$ cat config.mk
export PLATFORM = sky130hd
export DESIGN_NAME = grid_display_scan
export DESIGN_NICKNAME = d
export VERILOG_FILES = /design/src/rtl/gol_pkg.sv /design/src/rtl/row_timer.sv /design/src/rtl/grid_display_scan.sv
export SDC_FILE = /design/constraint.sdc
export NUM_CORES = 1
export LEC_CHECK = 0
export BUFFER_PORTS_ARGS = -buffer_cell sky130_fd_sc_hd__buf_2
export CAP_MARGIN = 20
export CORE_ASPECT_RATIO = 1.1
export CORE_UTILIZATION = 45
export DETAILED_ROUTE_END_ITERATION = 10
export PLACE_DENSITY = 0.67
export SYNTH_ARGS = -nofsm -noshare
export SYNTH_HDL_FRONTEND = slang
export SYNTH_SLANG_ARGS = --single-unit
$ cat constraint.sdc
create_clock -name clk -period 1.9 [get_ports clk]
set_input_delay 0.57 -clock clk [delete_from_list [all_inputs] [get_ports clk]]
set_output_delay 0.57 -clock clk [all_outputs]
set_load 0.01 [all_outputs]
$ cat src/rtl/gol_pkg.sv
// Shared constants, scan-state encoding and a row-slice helper for the
// Game-of-Life display path.
package gol_pkg;

    localparam int GRID_W = 64;
    localparam int ROWS   = 8;
    localparam int COLS   = 8;
    localparam int ROW_W  = $clog2(ROWS);

    // Scan sequencer states: wait for the first generation, latch it into the
    // display buffer, drive one row, blank between rows.
    typedef enum logic [1:0] {
        SCAN_IDLE,
        SCAN_LOAD,
        SCAN_DRIVE,
        SCAN_GAP
    } scan_state_t;

    // Column bits of one matrix row; bit r*COLS+c of the grid is row r, column c.
    function automatic logic [COLS-1:0] grid_row(input logic [GRID_W-1:0] g,
                                                 input logic [ROW_W-1:0]  r);
        return g[int'(r) * COLS +: COLS];
    endfunction

endpackage

$ cat src/rtl/row_timer.sv
// Loadable down-counter timing both the row dwell and the inter-row gap.
// Loading len makes done assert on the len-th cycle after the load.
module row_timer #(
    parameter int MAX_LEN = 2,
    parameter int LEN_W   = $clog2(MAX_LEN + 1)
) (
    input  logic             clk,
    input  logic             reset_n,
    input  logic             load,
    input  logic [LEN_W-1:0] len,
    output logic             done
);

    localparam int CNT_W = (MAX_LEN > 1) ? $clog2(MAX_LEN) : 1;

    logic [CNT_W-1:0] cnt;

    // Count down from len-1 and park at zero until the next load.
    // NOTE: state registers use non-blocking (<=) so every flop samples the
    // pre-edge values of the others; blocking here would create ordering races.
    always_ff @(posedge clk or negedge reset_n) begin
        if (!reset_n) begin
            cnt <= '0;
        end else if (load) begin
            cnt <= CNT_W'(len - LEN_W'(1));
        end else if (cnt != '0) begin
            cnt <= cnt - CNT_W'(1);
        end
    end

    assign done = (cnt == '0);

endmodule

$ cat src/rtl/grid_display_scan.sv
// Captures committed Game-of-Life generations and row-scans them onto an
// LED matrix. The display buffer only reloads between frames, so a frame
// never shows rows from two different generations.
module grid_display_scan
    import gol_pkg::*;
#(
    parameter int DWELL = 1024,
    parameter int GAP   = 2,
    parameter int GEN_W = 16
) (
    input  logic              clk,
    input  logic              reset_n,
    input  logic [GRID_W-1:0] grid,
    input  logic              grid_valid,
    input  logic              blank,
    output logic [ROWS-1:0]   row_sel,
    output logic [COLS-1:0]   col_data,
    output logic              frame_done,
    output logic [GEN_W-1:0]  gen_count,
    output logic              still,
    output logic              extinct
);

    localparam int MAX_LEN = (DWELL > GAP) ? DWELL : GAP;
    localparam int LEN_W   = $clog2(MAX_LEN + 1);

    scan_state_t       state, state_nxt;
    logic [ROW_W-1:0]  row, row_nxt;
    logic [GRID_W-1:0] pend_buf;
    logic [GRID_W-1:0] disp_buf;
    logic              pend_ok;
    logic              disp_load;

    logic              tmr_load;
    logic [LEN_W-1:0]  tmr_len;
    logic              tmr_done;

    logic [ROWS-1:0]   row_sel_nxt;
    logic [COLS-1:0]   col_data_nxt;
    logic              frame_done_nxt;

    row_timer #(
        .MAX_LEN (MAX_LEN),
        .LEN_W   (LEN_W)
    ) u_row_timer (
        .clk     (clk),
        .reset_n (reset_n),
        .load    (tmr_load),
        .len     (tmr_len),
        .done    (tmr_done)
    );

    // Sequencer state and current row index.
    always_ff @(posedge clk or negedge reset_n) begin
        if (!reset_n) begin
            state <= SCAN_IDLE;
            row   <= '0;
        end else begin
            state <= state_nxt;
            row   <= row_nxt;
        end
    end

    // Next state, timer reloads and the drive values for the coming cycle.
    // NOTE: every signal gets a default before the case so no path leaves
    // one unassigned; a missing default here would infer a latch.
    always_comb begin
        state_nxt      = state;
        row_nxt        = row;
        tmr_load       = 1'b0;
        tmr_len        = LEN_W'(DWELL);
        disp_load      = 1'b0;
        row_sel_nxt    = '1;
        col_data_nxt   = '0;
        frame_done_nxt = 1'b0;

        unique case (state)
            SCAN_IDLE: begin
                if (grid_valid) begin
                    state_nxt = SCAN_LOAD;
                end
            end

            SCAN_LOAD: begin
                disp_load = 1'b1;
                row_nxt   = '0;
                tmr_load  = 1'b1;
                state_nxt = SCAN_DRIVE;
            end

            SCAN_DRIVE: begin
                if (!blank) begin
                    row_sel_nxt[row] = 1'b0;
                    col_data_nxt     = grid_row(disp_buf, row);
                end
                if (tmr_done) begin
                    tmr_load  = 1'b1;
                    tmr_len   = LEN_W'(GAP);
                    state_nxt = SCAN_GAP;
                end
            end

            SCAN_GAP: begin
                if (tmr_done) begin
                    tmr_load = 1'b1;
                    if (row == ROW_W'(ROWS - 1)) begin
                        frame_done_nxt = 1'b1;
                        if (pend_ok) begin
                            state_nxt = SCAN_LOAD;
                        end else begin
                            row_nxt   = '0;
                            state_nxt = SCAN_DRIVE;
                        end
                    end else begin
                        row_nxt   = row + ROW_W'(1);
                        state_nxt = SCAN_DRIVE;
                    end
                end
            end

            default: state_nxt = SCAN_IDLE;
        endcase
    end

    // Register the matrix drive so the pins switch cleanly one cycle after
    // the sequencer moves.
    always_ff @(posedge clk or negedge reset_n) begin
        if (!reset_n) begin
            row_sel    <= '1;
            col_data   <= '0;
            frame_done <= 1'b0;
        end else begin
            row_sel    <= row_sel_nxt;
            col_data   <= col_data_nxt;
            frame_done <= frame_done_nxt;
        end
    end

    // Generation capture, status flags and the frame-boundary buffer swap.
    // A capture in the same cycle as a swap keeps pend_ok set so the new grid
    // shows on the following frame.
    // NOTE: the grid buffers are ordinary flops, not a RAM, so they are reset
    // like any other state; a blank screen after reset depends on it.
    always_ff @(posedge clk or negedge reset_n) begin
        if (!reset_n) begin
            pend_buf  <= '0;
            disp_buf  <= '0;
            pend_ok   <= 1'b0;
            gen_count <= '0;
            still     <= 1'b0;
            extinct   <= 1'b0;
        end else begin
            if (disp_load) begin
                disp_buf <= pend_buf;
                pend_ok  <= 1'b0;
            end
            if (grid_valid) begin
                pend_buf <= grid;
                pend_ok  <= 1'b1;
                still    <= (grid == pend_buf);
                extinct  <= (grid == '0);
                if (gen_count != '1) begin
                    gen_count <= gen_count + GEN_W'(1);
                end
            end
        end
    end

endmodule

Word-level counts from Yosys, hierarchy flattened:

Cells that the tools add are included.

* add/subtract/negate cells: 4
* multipliers: 0
* div/mod/pow operators: 0
* order comparisons: 2
* equality and inequality tests: 10
* shift operators: 1
* multiplexer cells: 28
* bitwise operators: 1
* reduce and logical (&&, ||, !) cells: 12

Operators with widths (number)
* $eq A64 B64 Y1: 1
* $logic_not A64 Y1: 1
* $shiftx A64 B7 Y8: 1
* $mux W8: 4
* $mux W10: 3
* $sub A10 B1 Y10 const B: 2
* $add A16 B1 Y16 const B: 1
* $ne A16 B16 Y1 const B: 1
* $mux W2: 6
* $logic_not A10 Y1: 1
* $reduce_bool A10 Y1: 1
* $mux W3: 3
* $mux W1: 8
* $not A8 Y8: 1
* $pmux W2 S4: 1
* $ne A2 B2 Y1 const B: 3
* $pmux W3 S2: 1
* $reduce_and A3 Y1: 2
* $reduce_bool A2 Y1: 3
* $eq A2 B2 Y1 const B: 2
* $lt A3 B4 Y1 const B: 1
* $add A3 B1 Y3 const B: 1
* $demux W1 S3: 1
* $eq A3 B3 Y1 const B: 1
* 8 further kinds: 8

* bits in registers: 179
* bits in latches: 0
* bits in writable memories: 0
* ROM bits: 0
* input port bits: 68
* output and inout port bits: 35
* logic and storage cells: 70
* memories: 0

Depth between registers and ports, before layout:

* word-level depth: 7
* depth in mapped cells: 11

By module:

Synthesis repeated with hierarchy kept, for this count alone.

* cell total of the unflattened synthesis: 651
* area, all modules: 8396.8 um^2

Modules (own cells, without submodules)
* grid_display_scan: times used 1, cells an instance 582, area each 7711.1 um^2, seq. area each 4239.1 um^2
* row_timer: times used 1, cells an instance 69, area each 685.7 um^2, seq. area each 250.2 um^2

Least setup slack after synthesis:

No wires, ideal clock.

* path type: reg2reg
* start: reg u_row_timer.cnt[3]
* end: reg u_row_timer.cnt[2]
* data arrival time: 1838 ps
* slack: -57 ps
* stages on the path, launching flop included: 11
* cell sequence: dfrtp_1 -> nor4_4 -> and3_1 -> buf_2 -> a21oi_1 -> nor2_1 -> a21oi_1 -> ha_1 -> a21oi_1 -> a31oi_1 -> o21a_1

* word-level cells in the longest chain between the ends: 5
* elaborated cells on any way between the ends: 9
* those cells by class: add/sub (1); mux (5); reduce/logical (3)

Ends and longest elaborated chain
* start, declared: line row_timer.sv:16 `logic [CNT_W-1:0] cnt;`
* start signal, assigned: line row_timer.sv:25 `cnt <= CNT_W'(len - LEN_W'(1));`
* start signal, assigned: line row_timer.sv:27 `cnt <= cnt - CNT_W'(1);`
* $logic_not A10 Y1: line row_timer.sv:31 `assign done = (cnt == '0);`
* $mux W2: line grid_display_scan.sv:96 `if (tmr_done) begin`
* $mux W10: line grid_display_scan.sv:77 `unique case (state)`
* $sub A10 B1 Y10: line row_timer.sv:25
* $mux W10: line row_timer.sv:24 `end else if (load) begin`

Several ways; a longest one is shown, not always the timed one.
A chain may end at the register's enable or synchronous reset.

Final worst setup path:

Same ends and word-level chain as after synthesis.

==> run metrics <==
Critical Path Sink Type flip-flop; First DRT Iteration DRCs about 420; top_reg_cell synth dfrtp_1; DR pass1 iterations 5; CP startpoint kind flip-flop; Slew HR between 60% and 70%; CP peak stage delay roughly 400 ps; Max Freq 0.561 GHz; CTS root buffer clkbuf_16; number of instances in the placed design ~1100; Final Skew roughly 8 ps; unrepaired setup endpoints after global routing yes; initial antenna violation count 0; drc violations 0; final period utilization 93.8%; pin count of the biggest net entering global routing 77; Setup violations, final 0; synthesized flop and latch total roughly 180; most frequent cell on the critical path a21oi_1; DR WL/cell roughly 19 um; most frequent cells in the layout 219 x nand2_1, 170 x dfrtp_1, 101 x buf_2, 58 x mux2_2, 57 x xnor2_1; synth warn 0; vias in the first global route ~6200; Reg2Reg Setup Slack 120 ps; commonest non-fill, non-tap cell in the layout nand2_1; Synth async-reset ratio 100%; io pins approximately 100; Final Hold Fails 0; MaxCap Viol Count 0; core area approximately 0.018 mm^2; Hold Crit Class input port to async pin; Die ar. around 0.019 mm^2; Longest Clk Path Bufs 2; Yosys top cell area share about 50%; CTS clk-pin slew, worst paths roughly 60 ps; Via Count 6243; GRT Util Overall roughly a quarter; diode count 0; syn avg cell area 10.8 um^2; cts bufs inserted 17; Worst-Margin Slew 483 ps; DR vias/cell roughly 5.4; first-pass GRT wire length about 35000 um; Lkg Pwr 0.00458 uW; required time worst endpoint approximately 2200 ps; DRT antenna net count 0; RR Endpoint u_row_timer.cnt[2]; # port buffers 102; syn_nets around 850; latest clock arrival within the worst-skew pair 430 ps; Total Nets Final 981; mapped cell area ~0.0084 mm^2; CTS tree built; Placer Congestion around 0.9; GRT overflow 0; Row Count 51; Cell Pwr Density approximately 890 mW/mm^2; wirelength, routed approximately 22000 um; synth top area cells dfrtp_1 51%, nand2_1 9.9%, mux2_2 7.8%, xnor2_1 6.0%, mux4_2 3.5%; Die H between 100 and 150 um; CP max stage cell dfrtp_1; number of flops mapped to enable cells by yosys 0; final core utilization between 50% and 60%; status completed; Max rail drop VDD ~0.67 mV; Non-Filler Instances about 1200; Starting Density between 40 and 50%; minimum clock period roughly 1800 ps; FF-to-FF Start u_row_timer.cnt[3]; Worst Reg-to-Reg Cells 9; Critical Path Fanout Max 7; half-perimeter wire length after placement between 15000 and 20000 um; Seq/Total Area, Yosys ~54%; share of layout cells above drive strength 1 between 30% and 40%; H-Tree Depth 4; area leader, netlist dfrtp_1; kind of critical path flip-flop to flip-flop; Die X about 130 um; Netlist cell types between 50 and 60; Worst Path Arrival 2110 ps; crit-path cells nor4_4 -> and3_4 -> a21oi_2 -> nor2_1 -> a21oi_1 -> ha_2 -> a21oi_1 -> a31oi_1 -> o21a_1; # clock sinks 179; cells after synthesis between 700 and 800; Layout area overhead 20.7%; Slew Viols, Final 0
==> layer usage <==
| metal | share of wire [%] | track usage, % | up-vias | wire [um] |
|---|---|---|---|---|
| met1 | 44 | 31.7 | 3074 | 9490 |
| met4 | 3.1 | 11.4 | 0 | 680 |
| met5 | 0 | 0 | - | 0 |
| li1 | - | - | 2936 | - |
| met3 | 4.6 | 3.52 | 35 | 994 |
| met2 | 48 | 40.2 | 198 | 10400 |
==> worst max-delay path by stage <==
stage          cells after the start                  to                from  slack [ps]
4_1_cts                            9  u_row_timer.cnt[6]  u_row_timer.cnt[8]          60
6_report                           9  u_row_timer.cnt[2]  u_row_timer.cnt[3]         120
2_1_floorplan                     10  u_row_timer.cnt[2]  u_row_timer.cnt[4]          20
3_5_place_dp                       5             extinct            grid[13]        -220
3_3_place_gp                       6             extinct            grid[30]        -220
5_1_grt                            9  u_row_timer.cnt[6]  u_row_timer.cnt[8]         -50
==> flip-flops by register name, summed over array words and instances, names as in the netlist <==
register,flops
disp_buf,64
pend_buf,64
gen_count,16
u_row_timer.cnt,10
col_data,8
row_sel,8
row,3
state,2
extinct,1
frame_done,1
pend_ok,1
still,1
==> synth_stat cells (2+ instances only) <==
library cell,count
xnor2_1,57
dfrtp_1,171
or3_4,2
and3_1,3
buf_4,2
clkbuf_1,15
nor4_1,21
a221oi_1,3
a21oi_1,15
nor2_2,2
mux2_2,58
o22ai_1,6
a31oi_1,2
nor2_1,16
ha_1,4
buf_6,2
buf_1,2
nand2_1,220
nor3_1,7
xor2_1,11
o221ai_1,2
buf_2,16
dfstp_2,8
mux2i_1,14
o2bb2ai_1,4
nand4_1,20
o21ai_1,3
o21ai_0,20
mux4_2,13
nand3_1,15
inv_1,16
o31ai_1,2
==> area by class of cell <==
cell class / instances / area, um^2
repair buffers: 152 / 992
flip-flops and latches: 179 / 4490
well taps: 238 / 298
fillers: 1564 / 7850
clock inverters: 14 / 158
multi-input cells: 542 / 3650
inverters: 17 / 63.8
clock buffers: 18 / 429
==> critical path, delay by kind of cell (launching register included) <==
kind	cells	cell delay, ps
AO/OA/AOI/OAI	5	390
flip-flops	1	400
AND/OR/NAND/NOR	3	670
adder cells (fa/ha/maj)	1	220
==> stage by stage <==
step,instance area (um^2),hold slack (ps),setup TNS [ps],power (uW),setup WS [ps]
finish,10100,44.2,0,8940,117
global route,10100,50.0,-142,9300,-45.3
CTS,10100,42.4,0,9000,63.0
detailed placement,9470,457,-338,5520,-216
global placement,9470,452,-273,5500,-218
floorplan,8360,274,0,4960,16.9
==> report_power, final <==
part / leakage (uW) / internal (uW) / switching, uW
Clock: 0.000277 / 1950 / 1540
Combinational: 0.00212 / 531 / 547
Sequential: 0.00218 / 4100 / 271
Total: 0.00458 / 6580 / 2360
==> logic make-up (layout without fill, tap and decap cells) <==
logic type | count (synthesis) | in the layout | synth area share [%]
flops | 179 | 179 | 53.7
xor+xnor | 68 | 68 | 7.13
compound gates | 66 | 66 | 5.29
simple gates | 318 | 318 | 17.1
mux | 86 | 86 | 13.2
fa+ha+maj | 4 | 4 | 0.599
buf+inv | 54 | 201 | 2.94
==> repair_timing <==
item / 4_1_cts / 5_1_grt
setup buffers: 0 / 1
hold buffers: 0 / 0
setup endpoints to repair: 0 / 7
gates resized for setup: 0 / 7
(Power assumes the default switching activity.)
